--- src/rtl/cache_pkg.sv ---
// Shared state encoding and default widths for the cache grant port.
package cache_pkg;

  localparam int unsigned DEF_N_CLI  = 7;
  localparam int unsigned DEF_ADDR_W = 32;
  localparam int unsigned DEF_DATA_W = 32;
  localparam int unsigned DEF_LEN_W  = 4;

  typedef enum logic [1:0] {
    ST_IDLE  = 2'd0,
    ST_ISSUE = 2'd1,
    ST_WAIT  = 2'd2,
    ST_DONE  = 2'd3
  } state_e;

endpackage

--- src/rtl/cache_oh2idx.sv ---
// Grant vector decode: binary index of the set bit, exactly-one and multi-hot flags.
module cache_oh2idx #(
  parameter int unsigned WIDTH = 7,
  parameter int unsigned IDX_W = 3
) (
  input  logic [WIDTH-1:0] onehot_i,
  output logic [IDX_W-1:0] idx_o,
  output logic             one_o,
  output logic             multi_o
);

  // OR of set-bit indices; only meaningful when exactly one bit is set
  always_comb begin
    idx_o = '0;
    for (int i = 0; i < int'(WIDTH); i++) begin
      if (onehot_i[i]) idx_o = idx_o | IDX_W'(i);
    end
  end

  assign multi_o = |(onehot_i & (onehot_i - WIDTH'(1)));
  assign one_o   = (|onehot_i) & ~multi_o;

endmodule

--- src/rtl/cache_gnt_port.sv ---
// Serves the arbiter-granted client's burst as per-beat downstream memory requests.
module cache_gnt_port
  import cache_pkg::*;
#(
  parameter int unsigned N_CLI  = DEF_N_CLI,
  parameter int unsigned ADDR_W = DEF_ADDR_W,
  parameter int unsigned DATA_W = DEF_DATA_W,
  parameter int unsigned LEN_W  = DEF_LEN_W
) (
  input  logic                    clk,
  input  logic                    rst,
  input  logic [N_CLI-1:0]        gnt,
  input  logic [N_CLI-1:0]        cli_we,
  input  logic [N_CLI*ADDR_W-1:0] cli_addr,
  input  logic [N_CLI*LEN_W-1:0]  cli_len,
  input  logic [N_CLI*DATA_W-1:0] cli_wdata,
  output logic [LEN_W-1:0]        cli_beat,
  output logic [N_CLI-1:0]        cli_rvalid,
  output logic [DATA_W-1:0]       cli_rdata,
  output logic [N_CLI-1:0]        cli_done,
  output logic                    mem_valid,
  input  logic                    mem_ready,
  output logic                    mem_we,
  output logic [ADDR_W-1:0]       mem_addr,
  output logic [DATA_W-1:0]       mem_wdata,
  input  logic                    mem_rvalid,
  input  logic [DATA_W-1:0]       mem_rdata,
  output logic                    err
);

  localparam int unsigned IDX_W  = (N_CLI > 1) ? $clog2(N_CLI) : 1;
  localparam int unsigned STRIDE = DATA_W / 8;

  state_e             state_q, state_d;
  logic [IDX_W-1:0]   owner_q, owner_d;
  logic               we_q, we_d;
  logic [LEN_W-1:0]   len_q, len_d;
  logic [LEN_W-1:0]   beat_q, beat_d;
  logic               err_q, err_d;

  logic [IDX_W-1:0]   gnt_idx;
  logic               gnt_one;
  logic               gnt_multi;

  logic [ADDR_W-1:0]  addr_a  [N_CLI];
  logic [LEN_W-1:0]   len_a   [N_CLI];
  logic [DATA_W-1:0]  wdata_a [N_CLI];

  for (genvar g = 0; g < int'(N_CLI); g++) begin : g_unpack
    assign addr_a[g]  = cli_addr[g*ADDR_W +: ADDR_W];
    assign len_a[g]   = cli_len[g*LEN_W +: LEN_W];
    assign wdata_a[g] = cli_wdata[g*DATA_W +: DATA_W];
  end

  cache_oh2idx #(
    .WIDTH (N_CLI),
    .IDX_W (IDX_W)
  ) u_oh2idx (
    .onehot_i (gnt),
    .idx_o    (gnt_idx),
    .one_o    (gnt_one),
    .multi_o  (gnt_multi)
  );

  // State and burst-context registers
  always_ff @(posedge clk) begin
    if (rst) begin
      state_q <= ST_IDLE;
      owner_q <= '0;
      we_q    <= 1'b0;
      len_q   <= '0;
      beat_q  <= '0;
      err_q   <= 1'b0;
    end else begin
      state_q <= state_d;
      owner_q <= owner_d;
      we_q    <= we_d;
      len_q   <= len_d;
      beat_q  <= beat_d;
      err_q   <= err_d;
    end
  end

  // Next-state and per-state outputs; request fields are zero outside ISSUE
  always_comb begin
    state_d    = state_q;
    owner_d    = owner_q;
    we_d       = we_q;
    len_d      = len_q;
    beat_d     = beat_q;
    err_d      = err_q | (mem_rvalid & (state_q != ST_WAIT));
    mem_valid  = 1'b0;
    mem_we     = 1'b0;
    mem_addr   = '0;
    mem_wdata  = '0;
    cli_rvalid = '0;
    cli_done   = '0;

    case (state_q)
      ST_IDLE: begin
        if (gnt_one) begin
          owner_d = gnt_idx;
          we_d    = cli_we[gnt_idx];
          len_d   = len_a[gnt_idx];
          beat_d  = '0;
          state_d = ST_ISSUE;
        end else if (gnt_multi) begin
          err_d = 1'b1;
        end
      end
      ST_ISSUE: begin
        mem_valid = 1'b1;
        mem_we    = we_q;
        mem_addr  = addr_a[owner_q] + ADDR_W'(beat_q) * ADDR_W'(STRIDE);
        mem_wdata = wdata_a[owner_q];
        if (mem_ready) state_d = ST_WAIT;
      end
      ST_WAIT: begin
        if (mem_rvalid) begin
          if (!we_q) cli_rvalid[owner_q] = 1'b1;
          if (beat_q == len_q) begin
            state_d = ST_DONE;
          end else begin
            beat_d  = beat_q + LEN_W'(1);
            state_d = ST_ISSUE;
          end
        end
      end
      ST_DONE: begin
        cli_done[owner_q] = 1'b1;
        state_d           = ST_IDLE;
      end
      default: state_d = ST_IDLE;
    endcase
  end

  assign cli_beat  = beat_q;
  assign cli_rdata = mem_rdata;
  assign err       = err_q;

endmodule

--- config.mk ---
export PLATFORM = sky130hd
export DESIGN_NAME = cache_gnt_port
export DESIGN_NICKNAME = d
export VERILOG_FILES = /design/src/rtl/cache_pkg.sv /design/src/rtl/cache_oh2idx.sv /design/src/rtl/cache_gnt_port.sv
export SDC_FILE = /design/constraint.sdc
export NUM_CORES = 1
export LEC_CHECK = 0
export ABC_CLOCK_PERIOD_IN_PS = 7100
export BUFFER_PORTS_ARGS = -buffer_cell sky130_fd_sc_hd__clkbuf_2
export CAP_MARGIN = 25
export CORE_AREA = 2 2 247 249
export CTS_CLUSTER_SIZE = 8
export DETAILED_ROUTE_END_ITERATION = 16
export DIE_AREA = 0 0 249 251
export GPL_ROUTABILITY_DRIVEN = 0
export PLACE_DENSITY = 0.43
export SYNTH_ARGS = -nofsm -noshare
export SYNTH_HDL_FRONTEND = slang
export SYNTH_SLANG_ARGS = --single-unit
--- constraint.sdc ---
create_clock -name clk -period 7.1 [get_ports clk]
set_input_delay 0.71 -clock clk [delete_from_list [all_inputs] [get_ports clk]]
set_output_delay 0.71 -clock clk [all_outputs]
set_load 0.02 [all_outputs]
# Word-level counts from Yosys, hierarchy flattened
# Index checks and enable logic that the tools add are counted.
dict set report totals {
  regBits 15
  inputBits 526
}
dict set report op_classes {
  n_addsub 3
  order_cmp 5
  eq_ne 9
  muxes 39
  n_bitwise 7
  reduce_logical 8
}
# op n
set ops {}
lappend ops {{binary-select mux 32 bit (select 3 bit)} 2}
lappend ops {{two-way mux 32 bit} 6}
lappend ops {{adder 32 x 6 -> 32 bit} 1}
lappend ops {{two-way mux 7 bit} 4}
lappend ops {{two-way mux 4 bit} 5}
lappend ops {{OR reduction 7 bit} 2}
lappend ops {{binary-select mux 4 bit (select 3 bit)} 1}
lappend ops {{two-way mux 2 bit} 6}
lappend ops {{!= test 2 bit (second input constant)} 5}
lappend ops {{two-way mux 3 bit} 3}
lappend ops {{greater-or-equal comparator 4 bit (second input constant)} 2}
lappend ops {{less-than comparator 3 x 4 -> 1 bit (second input constant)} 2}
lappend ops {{two-way mux 1 bit} 8}
lappend ops {{inverter 3 -> 4 bit} 2}
lappend ops {{case mux 2 bit (4 select lines)} 1}
lappend ops {{case mux 4 bit (2 select lines)} 1}
lappend ops {{AND 7 bit} 1}
lappend ops {{subtractor 7 x 1 -> 7 bit (second input constant)} 1}
lappend ops {{adder 4 x 1 -> 4 bit (second input constant)} 1}
lappend ops {{== test 2 bit (second input constant)} 2}
lappend ops {{== test 4 bit} 1}
lappend ops {{AND reduction 4 bit} 1}
lappend ops {{binary-select mux 1 bit (select 3 bit)} 1}
lappend ops {{demux 1 bit (select 3 bit)} 1}
lappend ops {{10 further kinds} 11}

# Longest topological paths before layout
# Gate-level depths: netlist (run 1).
dict set report logic_depth {
  word_depth 10
  depth_mapped 19
}

# Cells and area by module
# Synthesis (run 1) repeated with hierarchy kept, for this count alone.
dict set report unflattened {
  hier_cells 826
  hier_area_um2 6024.5
}
# mod n_inst cells_each area_each_um2 seq_area_each_um2
set by_module_without_submodules {}
lappend by_module_without_submodules {cache_gnt_port 1 810 5910.7 300.3}
lappend by_module_without_submodules {cache_oh2idx 1 16 113.9 0.0}

# Least setup slack after synthesis (run 1)
# OpenSTA, ideal clock, no wires.
dict set report synth_timing {
  kind {reg-to-output}
  from {register owner_q[1]}
  to {output mem_addr[26]}
  arrival_time_ns 4.213
  required_time_ns 6.390
  setup_slack_ns 2.177
  path_stages_with_launch 18
  path_buffers 5
  cell_sequence {dfxtp_1 buf_6 buf_4 buf_2 clkbuf_1 buf_1 mux2i_1 nor2_1 a21oi_1 nor2_1 a221o_1 ha_1 nor2b_1 o21a_1 o211ai_1 nor4_2 a31oi_1 nor3b_1}
}
dict set report synth_via {
  elab_chain_cells 6
}
# element line
set synth_lines {}
lappend synth_lines {{start: declaration} cache_gnt_port.sv:35} ;# logic [IDX_W-1:0] owner_q, owner_d;
lappend synth_lines {{start signal: assignment} cache_gnt_port.sv:76} ;# owner_q <= owner_d;
lappend synth_lines {{inverter 3 -> 4 bit (not written as such)} cache_gnt_port.sv:114} ;# mem_addr = addr_a[owner_q] + ADDR_W'(beat_q) * ADDR_W'(STRIDE);
lappend synth_lines {{binary-select mux 32 bit (select 3 bit)} cache_gnt_port.sv:114}
lappend synth_lines {{two-way mux 32 bit (not written as such) (2 in series)} cache_gnt_port.sv:114}
lappend synth_lines {{adder 32 x 6 -> 32 bit} cache_gnt_port.sv:114}
lappend synth_lines {{two-way mux 32 bit} cache_gnt_port.sv:99} ;# case (state_q)
lappend synth_lines {{end: declaration} cache_gnt_port.sv:24} ;# output logic [ADDR_W-1:0] mem_addr,
# Every way passes these cells. The select of a mux whose other input is x is not followed.

# Worst setup path in the final report (run 1)
dict set report layout_timing {
  from {register owner_q[2]}
  to {output mem_addr[31]}
}
# Same word-level chain as after synthesis.

==> results of run 1 <==
[power by group]
group,internal [mW],switching (mW),total [mW]
logic,0.211,0.250,0.461
registers,0.0851,0.00365,0.0887
clock network,0.0754,0.0383,0.114
[metrics by stage]
| stage | cell area [um^2] | hold WS, ns | util [%] | std cells |
|---|---|---|---|---|
| 6_report | 9600 | 0.462 | 16.1 | 2123 |
| 5_1_grt | 9600 | 0.485 | 16.1 | 2122 |
| 4_1_cts | 9600 | 0.462 | 16.1 | 2122 |
| 3_5_place_dp | 9520 | 0.454 | 15.9 | 2118 |
| 3_3_place_gp | 9520 | 0.454 | 15.9 | 2118 |
| 2_1_floorplan | 5950 | 0.435 | - | 832 |
[registers in the layout, indices dropped and copies added (netlist names)]
register,flops
owner_q,3
cli_beat,4
state_q,2
we_q,1
len_q,4
err,1
[cell usage in the layout (no fill, tap or decap), drive strengths merged, types with 3 or more instances in the layout]
master     n
o22ai      7
nand4      9
or2        3
o31ai      4
a211o      8
nand2     68
nand2b     6
or4        4
dfxtp     15
a211oi    12
and4       3
or3        6
xor2      11
o21ai     24
a221oi    29
nand3b     4
inv       11
ha         5
nor2b     13
mux4      18
nor4       9
a31oi     16
a221o     14
mux2      35
nor3b      5
a22oi     25
o2bb2ai    3
clkbuf   581
and2       7
nand3      8
a22o      12
mux2i     76
and3       3
a21oi     83
nor2     118
xnor2      8
nor3      19
buf       26
[cells in the mapped netlist, types with 5 or more instances]
master	instances
mux2i_1	76
ha_1	5
o21ai_0	22
a21oi_1	83
dfxtp_1	15
a22o_1	12
a211o_1	8
a211oi_1	10
xor2_1	11
mux2_2	35
buf_4	38
a31oi_1	16
nor3_1	17
nand3_1	8
a221o_1	14
nor2_1	118
or3_1	6
inv_1	10
o22ai_1	7
a221oi_1	29
buf_2	13
buf_1	7
nor4_1	5
nor2b_1	13
xnor2_1	8
nand4_1	9
nand2_1	68
clkbuf_1	37
mux4_2	18
and2_1	7
nand2b_1	6
a22oi_1	25
[metal layers]
metal  track usage, %  up-vias  routed length, um
met2             26.6      514              24000
li1                 -     4170                  -
met1             19.3     4421              21600
met5                0        -                 23
met3             2.93       74               3640
met4             5.04        4               1700
[worst max-delay path, cell delays in order (launching register included)]
cell,delay [ns]
dfxtp_4,0.34
buf_4,0.43
nand2b_1,0.35
nor2_1,0.84
a221oi_1,0.34
inv_1,0.13
ha_1,0.13
a21o_1,0.14
a21oi_1,0.11
o21bai_1,0.63
nand2_1,0.46
o41ai_1,0.37
a21oi_1,0.15
clkbuf_2,0.23
[worst min path at each step]
| stage | startpoint | to | slack, ns | cells past startpoint |
|---|---|---|---|---|
| 2_1_floorplan | we_q | we_q | 0.44 | 2 |
| 3_3_place_gp | we_q | we_q | 0.45 | 2 |
| 3_5_place_dp | we_q | we_q | 0.45 | 2 |
| 4_1_cts | we_q | we_q | 0.46 | 2 |
| 5_1_grt | we_q | we_q | 0.49 | 2 |
| 6_report | we_q | we_q | 0.46 | 2 |
[final cells by class]
| type | count | area share (%) |
|---|---|---|
| tap | 782 | 10.2 |
| clock inverter | 1 | 0.0521 |
| multi-input combinational | 705 | 52.9 |
| timing repair buffer | 604 | 32.3 |
| antenna | 1 | 0.0261 |
| sequential | 15 | 3.24 |
| clock buffer | 3 | 0.782 |
| inverter | 12 | 0.469 |
[logic make-up after synthesis]
family,count (synthesis),synth area share [%]
muxes,129,26.2
xor gates and xnor gates,19,2.80
AOI/OAI and AO/OA,261,30.3
adders and majority gates,7,1.56
buffers and inverters,112,10.4
and+or+nand+nor,289,23.6
DFF,15,5.05
==> results.txt, run 1 <==
H-tree depth = 1
FF-to-FF End = state_q[1]
number of enable flip-flop cells after synthesis = 0
Slew headroom = 26.6%
reg2reg start = state_q[1]
Worst Clk Skew = 0.00669 ns
pre-CTS WS = 1.59 ns
Total GRT Usage = 15.4%
HPWL after detailed placement = 42.1 mm
Vias = 9,183
final WL = 50.9 mm
ratio of cells with drive above 1 in the final layout = 51.4%
die height = 251 um
Synth Warn # = 0
crit path capture type = primary output
status = complete, no violations
CP Launch Type = register
leakage = 4.28 nW
clk slew on worst S/H paths = 0.05 ns
Initial DRC Count = 494
Initial Util = 9.94%
Port Buf Inserts = 578
core box area = 59,800 um^2
Clock Path Buffers = 2
DRC = 0
Reg2Reg Depth = 5
row count = 90
Top FF cell, synth = dfxtp_1
Num CTS Buffers = 3
Final period util = 79.6%
Min-Delay Path Class = reg2reg
final hold vios = 0
postcts setup bufs = 0
synthesized area per cell = 7.15 um^2
area grow syn2layout = 61.5%
min Tclk post-route = 5.65 ns
global-route wire length before repair = 69.5 mm
setup TNS = 0 ns
area of the multi-input gates = 5080 um^2
Mapped Area = 5950 um^2
IO Count = 643
CTS tree = built
Yosys top cell by area = mux2i_1
die area = 62,500 um^2
CP required = 6.39 ns
FMAX = 0.177 GHz
final global-route overflow total = 0
vias in the first global route = 9,665
Setup crit end = mem_addr[31]
Final Max Slew Viols = 0
Root Driver = clkbuf_16
Worst Setup SP = owner_q[2]
Sink Count = 15
top cell type's share of synthesized area = 12.8%
Die X = 249 um
Slew @ Worst Pin = 1.10 ns
Tot Pwr = 0.664 mW
Vias/cell = 4.33
iteration count of the initial detailed-routing pass = 5
Crit path arrival time = 4.94 ns
initial antenna violation count = 4
max_cap viols = 0
RSZ-0062 raised after global routing = no
Crit Path Category = reg2out
reg2reg setup slack = 4.93 ns
setup ws final = 1.45 ns
top post-synthesis cells by area = mux2i_1, nor2_1, a21oi_1
register area = 312 um^2
antenna viol nets, final = 0
post-synth cell types = 74
FFs w/ async S/R, synth = 0%
largest net degree at the start of global routing = 75
Syn Nets = 1,364
total power per unit cell area = 69.1 nW/um^2
Max IR drop VDD = 0.0000740 V
register area share after synthesis = 5.05%
hold buffer count at CTS = 0
Clock Latency Late Sink = 0.25 ns
fillers = 6,918
post-synthesis register bit count = 15
WL per Instance = 24.0 um
Final Setup Violations = 0
post-CTS sizing = 0
cells after synthesis = 832
Net count, final = 1,873
crit path max fanout = 40
Note: power is estimated with default switching activity, not from simulation.
==> run 2, diff against run 1 <==
--- a/config.mk
+++ b/config.mk
@@ -5,13 +5,14 @@
 export SDC_FILE = /design/constraint.sdc
 export NUM_CORES = 1
 export LEC_CHECK = 0
-export ABC_CLOCK_PERIOD_IN_PS = 7100
+export ABC_AREA = 1
+export ABC_CLOCK_PERIOD_IN_PS = 4900
 export BUFFER_PORTS_ARGS = -buffer_cell sky130_fd_sc_hd__clkbuf_2
 export CAP_MARGIN = 25
-export CORE_AREA = 2 2 247 249
+export CORE_AREA = 2 2 253 255
 export CTS_CLUSTER_SIZE = 8
 export DETAILED_ROUTE_END_ITERATION = 16
-export DIE_AREA = 0 0 249 251
+export DIE_AREA = 0 0 255 257
 export GPL_ROUTABILITY_DRIVEN = 0
 export PLACE_DENSITY = 0.43
 export SYNTH_ARGS = -nofsm -noshare
==> constraint.sdc (replaced) <==
create_clock -name clk -period 4.9 [get_ports clk]
set_input_delay 0.49 -clock clk [delete_from_list [all_inputs] [get_ports clk]]
set_output_delay 0.49 -clock clk [all_outputs]
set_load 0.02 [all_outputs]
==> run 2 against run 1 <==
Worst setup slack worse by 1.0 ns. Clock skew is 0.0051 ns lower. Critical path depth is 7 higher. Critical endpoint is now mem_addr[22].
==> results.txt, run 2 <==
status = complete, no violations
total power per unit cell area = 149 nW/um^2
Vias = 9,971
Final Max Slew Viols = 0
die area = 65,500 um^2
Top FF cell, synth = dfxtp_1
Clock Path Buffers = 2
number of enable flip-flop cells after synthesis = 0
largest net degree at the start of global routing = 90
iteration count of the initial detailed-routing pass = 5
Yosys top cell by area = nand2_1
top cell type's share of synthesized area = 37.0%
post-CTS sizing = 0
max_cap viols = 0
cell family with most CP delay = simple AND/OR/NAND/NOR gates
Total GRT Usage = 14.4%
RSZ-0062 raised after global routing = yes
Slew headroom = 35.7%
row count = 92
top-count cell post-synth = nand2_1
IO Count = 643
Max IR drop VDD = 0.0000796 V
final hold vios = 0
Slew @ Worst Pin = 0.965 ns
post-synth cell types = 42
CP Launch Type = register
crit path capture type = primary output
die height = 257 um
post-route cell area = 9530 um^2
Synth Warn # = 0
clk slew on worst S/H paths = 0.05 ns
post-synthesis register bit count = 15
top post-synthesis cells by area = nand2_1, nor2_1, buf_4
Port Buf Inserts = 578
Sink Count = 15
Net count, final = 2,249
CP bufs+invs = 4
crit path max-delay cell type = dfxtp_2
final WL = 50.6 mm
Clock Latency Late Sink = 0.25 ns
synthesized area per cell = 4.87 um^2
most frequent cells after synthesis = nand2_1, nor2_1, inv_1
FFs w/ async S/R, synth = 0%
Final period util = 91.6%
core box area = 62,700 um^2
Num CTS Buffers = 3
register area = 304 um^2
Crit Path Category = reg2out
FMAX = 0.223 GHz
most frequent CP cell = nor2_1
min Tclk post-route = 4.49 ns
final global-route overflow total = 0
CP required = 4.41 ns
H-tree depth = 1
CTS tree = built
Mapped Area = 5930 um^2
Syn Nets = 1,750
Crit path arrival time = 4.00 ns
cells after synthesis = 1,218
reg2reg setup slack = 3.09 ns
leakage = 5.12 nW
register area share after synthesis = 5.06%
HPWL after detailed placement = 43.9 mm
ratio of cells with drive above 1 in the final layout = 36.9%
crit path max fanout = 10
Vias/cell = 3.88
Cell Area, Placed = 9440 um^2
area of the multi-input gates = 4760 um^2
max incr delay on CP = 0.42 ns
WL per Instance = 19.7 um
vias in the first global route = 9,580
Util after Layout = 15.2%
Die X = 255 um
Initial Util = 9.45%
Initial DRC Count = 710
area grow syn2layout = 60.8%
DRC = 0
Final Setup Violations = 0
Worst Clk Skew = 0.00156 ns
CP cell instances = inv_2, nor2_2, nand2_1, inv_1, a221oi_1, nand3_1, ha_1, inv_1, fa_1, nor2_1, o21ai_0, nand2_1, o21a_1, nand2_1, nor2_1, nand3_1, nor2_1, nor2_1, nor2_1, clkbuf_2
Min-Delay Path Class = reg2reg
most frequent cells in the layout = nand2_1, clkbuf_2, nor2_1, inv_1, nand3_1
Root Driver = clkbuf_16
fillers = 7,526
initial antenna violation count = 13
commonest non-fill, non-tap cell in the layout = nand2_1
postcts setup bufs = 0
global-route wire length before repair = 67.5 mm
antenna viol nets, final = 0
==> run 2: changes by cell type in the layout (fill, tap and decap cells not counted), sizes merged, moves of 12 or more <==
cell	change
nor2b	-13
nand3	+51
mux4	-18
nor2	+17
a221o	-14
nand2	+518
inv	+60
a211oi	-12
mux2	-35
a21oi	-42
nor3	-14
mux2i	-76
==> run 2: worst paths after layout <==
path	start	to	cells past startpoint
setup reg to reg	cli_beat[1]	cli_beat[2]	8
hold reg to reg	err	err	2
hold / removal	err	err	2
setup / recovery	owner_q[1]	mem_addr[22]	20
==> run 2: what timing repair did <==
| action | in CTS | in global routing |
|---|---|---|
| setup endpoints to repair | 0 | 1 |
| endpoints found under the hold margin | 0 | 0 |
| hold buffers | 0 | 0 |
==> run 2: cell families (layout without fill, tap and decap cells) <==
| family | count (synthesis) | after routing | synth area share (%) |
|---|---|---|---|
| and+or+nand+nor | 818 | 818 | 55.3 |
| AOI/OAI and AO/OA | 196 | 196 | 22.4 |
| buffers and inverters | 176 | 674 | 14.8 |
| DFF | 15 | 15 | 5.06 |
| xor gates and xnor gates | 7 | 7 | 1.03 |
| adders and majority gates | 6 | 6 | 1.39 |
| other | 0 | 5 | 0 |
==> run 2: worst register-to-register path, stage by stage (launching register included) <==
cell     delay, ns
dfxtp_1       0.51
inv_1         0.21
or2_2         0.31
nand4_1       0.11
nand2_1       0.06
nand2_1       0.15
nand3_1       0.18
nand2_1       0.10
a21oi_1       0.06
==> run 2: report_power, final <==
group / internal (mW) / switching [mW] / leakage [nW] / total, mW
sequential: 0.132 / 0.0108 / 0.123 / 0.143
clock: 0.109 / 0.0539 / 0.0409 / 0.163
combinational: 0.373 / 0.743 / 4.96 / 1.12
total: 0.614 / 0.808 / 5.12 / 1.42
==> run 2: cell type report <==
type,instances,area share [%]
Antenna cell,5,0.131
Multi-Input combinational cell,1027,49.9
Clock inverter,1,0.0525
Inverter,71,2.82
Timing Repair Buffer,599,32.0
Tap cell,846,11.1
Sequential cell,15,3.19
Clock buffer,3,0.787
==> run 2: per-layer routing <==
layer	share of wire, %	vias to the layer above	global-route usage, %
met4	2.9	12	3.69
met5	0.15	-	0
met3	8.0	70	3.35
met2	45	481	23.5
li1	-	4963	-
met1	44	4445	19.0
==> run 2: stage by stage <==
step,hold WS [ns],total power [mW],std cells,worst slack [ns],TNS [ns]
after floorplan,0.514,0.737,1218,0.997,0
after global placement,0.512,1.29,2558,0.622,0
after detailed placement,0.516,1.28,2558,0.600,0
after CTS,0.519,1.45,2562,0.324,0
after global routing,0.535,1.55,2563,-0.0105,-0.0105
final,0.525,1.42,2567,0.413,0
==> run 3, diff against run 2 <==
--- a/config.mk
+++ b/config.mk
@@ -6,7 +6,6 @@
 export NUM_CORES = 1
 export LEC_CHECK = 0
 export ABC_AREA = 1
-export ABC_CLOCK_PERIOD_IN_PS = 4900
 export BUFFER_PORTS_ARGS = -buffer_cell sky130_fd_sc_hd__clkbuf_2
 export CAP_MARGIN = 25
 export CORE_AREA = 2 2 253 255
@@ -14,7 +13,7 @@
 export DETAILED_ROUTE_END_ITERATION = 16
 export DIE_AREA = 0 0 255 257
 export GPL_ROUTABILITY_DRIVEN = 0
-export PLACE_DENSITY = 0.43
+export PLACE_DENSITY = 0.33
 export SYNTH_ARGS = -nofsm -noshare
 export SYNTH_HDL_FRONTEND = slang
 export SYNTH_SLANG_ARGS = --single-unit
==> run 3 against run 2 <==
Clock skew about the same. Maximum frequency up 0.63%. Critical path depth down 1. First-iteration DRC count decreased by 35%. Utilization up 0.12 points. Count of clock-buffer cells in the layout unchanged. Via count grew 2.0%. Critical endpoint unchanged. Largest cell class unchanged.
==> results.txt, run 3 (same netlist as run 2, synthesis figures left out) <==
status = complete, no violations
Final Setup Violations = 0
Crit Path Category = reg2out
total power per unit cell area = 150 nW/um^2
reg2reg setup slack = 2.75 ns
Vias/cell = 3.95
final global-route overflow total = 0
ratio of cells with drive above 1 in the final layout = 37.2%
IO Count = 643
sw power = 0.820 mW
global-route wire length before repair = 71.0 mm
crit path capture type = primary output
Final period util = 91.0%
min Tclk post-route = 4.46 ns
combinational share of power = 78.2%
area grow syn2layout = 62.1%
most frequent cells in the layout = nand2_1, clkbuf_2, nor2_1, inv_1, nand3_1
HPWL after detailed placement = 45.9 mm
Hold WS = 0.528 ns
Slew @ Worst Pin = 0.951 ns
Sink Count = 15
Slew headroom = 36.6%
CP required = 4.41 ns
commonest non-fill, non-tap cell in the layout = nand2_1
share of power burned in the clock network = 11.9%
largest net degree at the start of global routing = 75
H-tree depth = 1
core box area = 62,700 um^2
initial antenna violation count = 11
die height = 257 um
Root Driver = clkbuf_16
Initial Util = 9.45%
Seq pwr share = 10.0%
Clock Latency Late Sink = 0.25 ns
Worst Hold Depth = 2
max_cap viols = 0
CTS tree = built
crit path max fanout = 35
Net count, final = 2,257
final WL = 52.5 mm
clk slew on worst S/H paths = 0.06 ns
setup TNS = 0 ns
Vias = 10,200
Min-Delay Path Class = in2reg
Worst Clk Skew = 0.00136 ns
CP Launch Type = register
Total GRT Usage = 15.0%
WL per Instance = 20.4 um
iteration count of the initial detailed-routing pass = 6
vias in the first global route = 10,500
Reg2Reg Depth = 9
postcts setup bufs = 0
FMAX = 0.224 GHz
Die X = 255 um
Port Buf Inserts = 578
Num CTS Buffers = 3
die area = 65,500 um^2
RSZ-0062 raised after global routing = no
Clock Path Buffers = 2
row count = 92
Initial DRC Count = 463
final hold vios = 0
leakage = 5.16 nW
Internal = 0.621 mW
Tot Pwr = 1.44 mW
Max IR drop VDD = 0.0000907 V
Final Max Slew Viols = 0
DRC = 0
fillers = 7,480
Crit path arrival time = 3.97 ns
antenna viol nets, final = 0
sw frac = 56.9%
==> run 3: path summary, 6_finish.rpt <==
check	start	to
max	owner_q[1]	mem_addr[22]
min	rst	err
max reg2reg	state_q[0]	state_q[1]
min reg2reg	err	err
==> run 3: what timing repair did <==
action	CTS	global route
hold buffers	0	0
setup endpoints to repair	0	1
resized for setup	0	2
==> run 3: worst max-delay path, cell delays in order (launching register included) <==
cell and delay (ns):
dfxtp_2 0.36, buf_4 0.37, nand3_1 0.27, inv_2 0.16
a22oi_1 0.10, nand3_1 0.12, ha_1 0.18, inv_1 0.07
fa_1 0.41, nor2_1 0.11, o21ai_0 0.08, nand2_1 0.11
o21a_1 0.21, nand2_1 0.23, nor2_1 0.15, nand3_1 0.15
nor2_1 0.21, nor2_1 0.06, nor2_1 0.17, clkbuf_2 0.21
==> run 3: per-layer routing <==
metal	wire, um	track usage, %	vias up
li1	-	-	4993
met1	22200	18.2	4608
met2	23800	24.9	485
met3	4950	5.19	80
met4	1520	4.24	6
met5	36	0	-
==> run 3: cell type report <==
class	instances	area (um^2)	area share [%]
Clock inverter	1	7.51	0.0781
Antenna cell	8	20.0	0.208
Multi-Input combinational cell	1027	4760	49.5
Inverter	71	269	2.80
Clock buffer	3	75.1	0.781
Sequential cell	15	304	3.16
Timing Repair Buffer	607	3120	32.4
Tap cell	846	1060	11.0
==> run 3: stage by stage <==
stage | area [um^2] | std cells | util [%] | setup slack, ns
finish | 9610 | 2578 | 15.3 | 0.441
global route | 9610 | 2576 | 15.3 | 0.0105
detailed placement | 9500 | 2566 | 15.1 | 0.587
global placement | 9500 | 2566 | 15.1 | 0.694
CTS | 9580 | 2570 | 15.3 | 0.279
floorplan | 5930 | 1218 | - | 0.997
==> run 3: power by group through the flow <==
stage / registers [mW] / clock network (mW) / logic (mW)
after global placement: 0.146 / 0 / 1.14
after global routing: 0.145 / 0.185 / 1.24
final: 0.143 / 0.171 / 1.13
after floorplan: 0.144 / 0 / 0.592
after detailed placement: 0.146 / 0 / 1.14
after CTS: 0.144 / 0.182 / 1.14
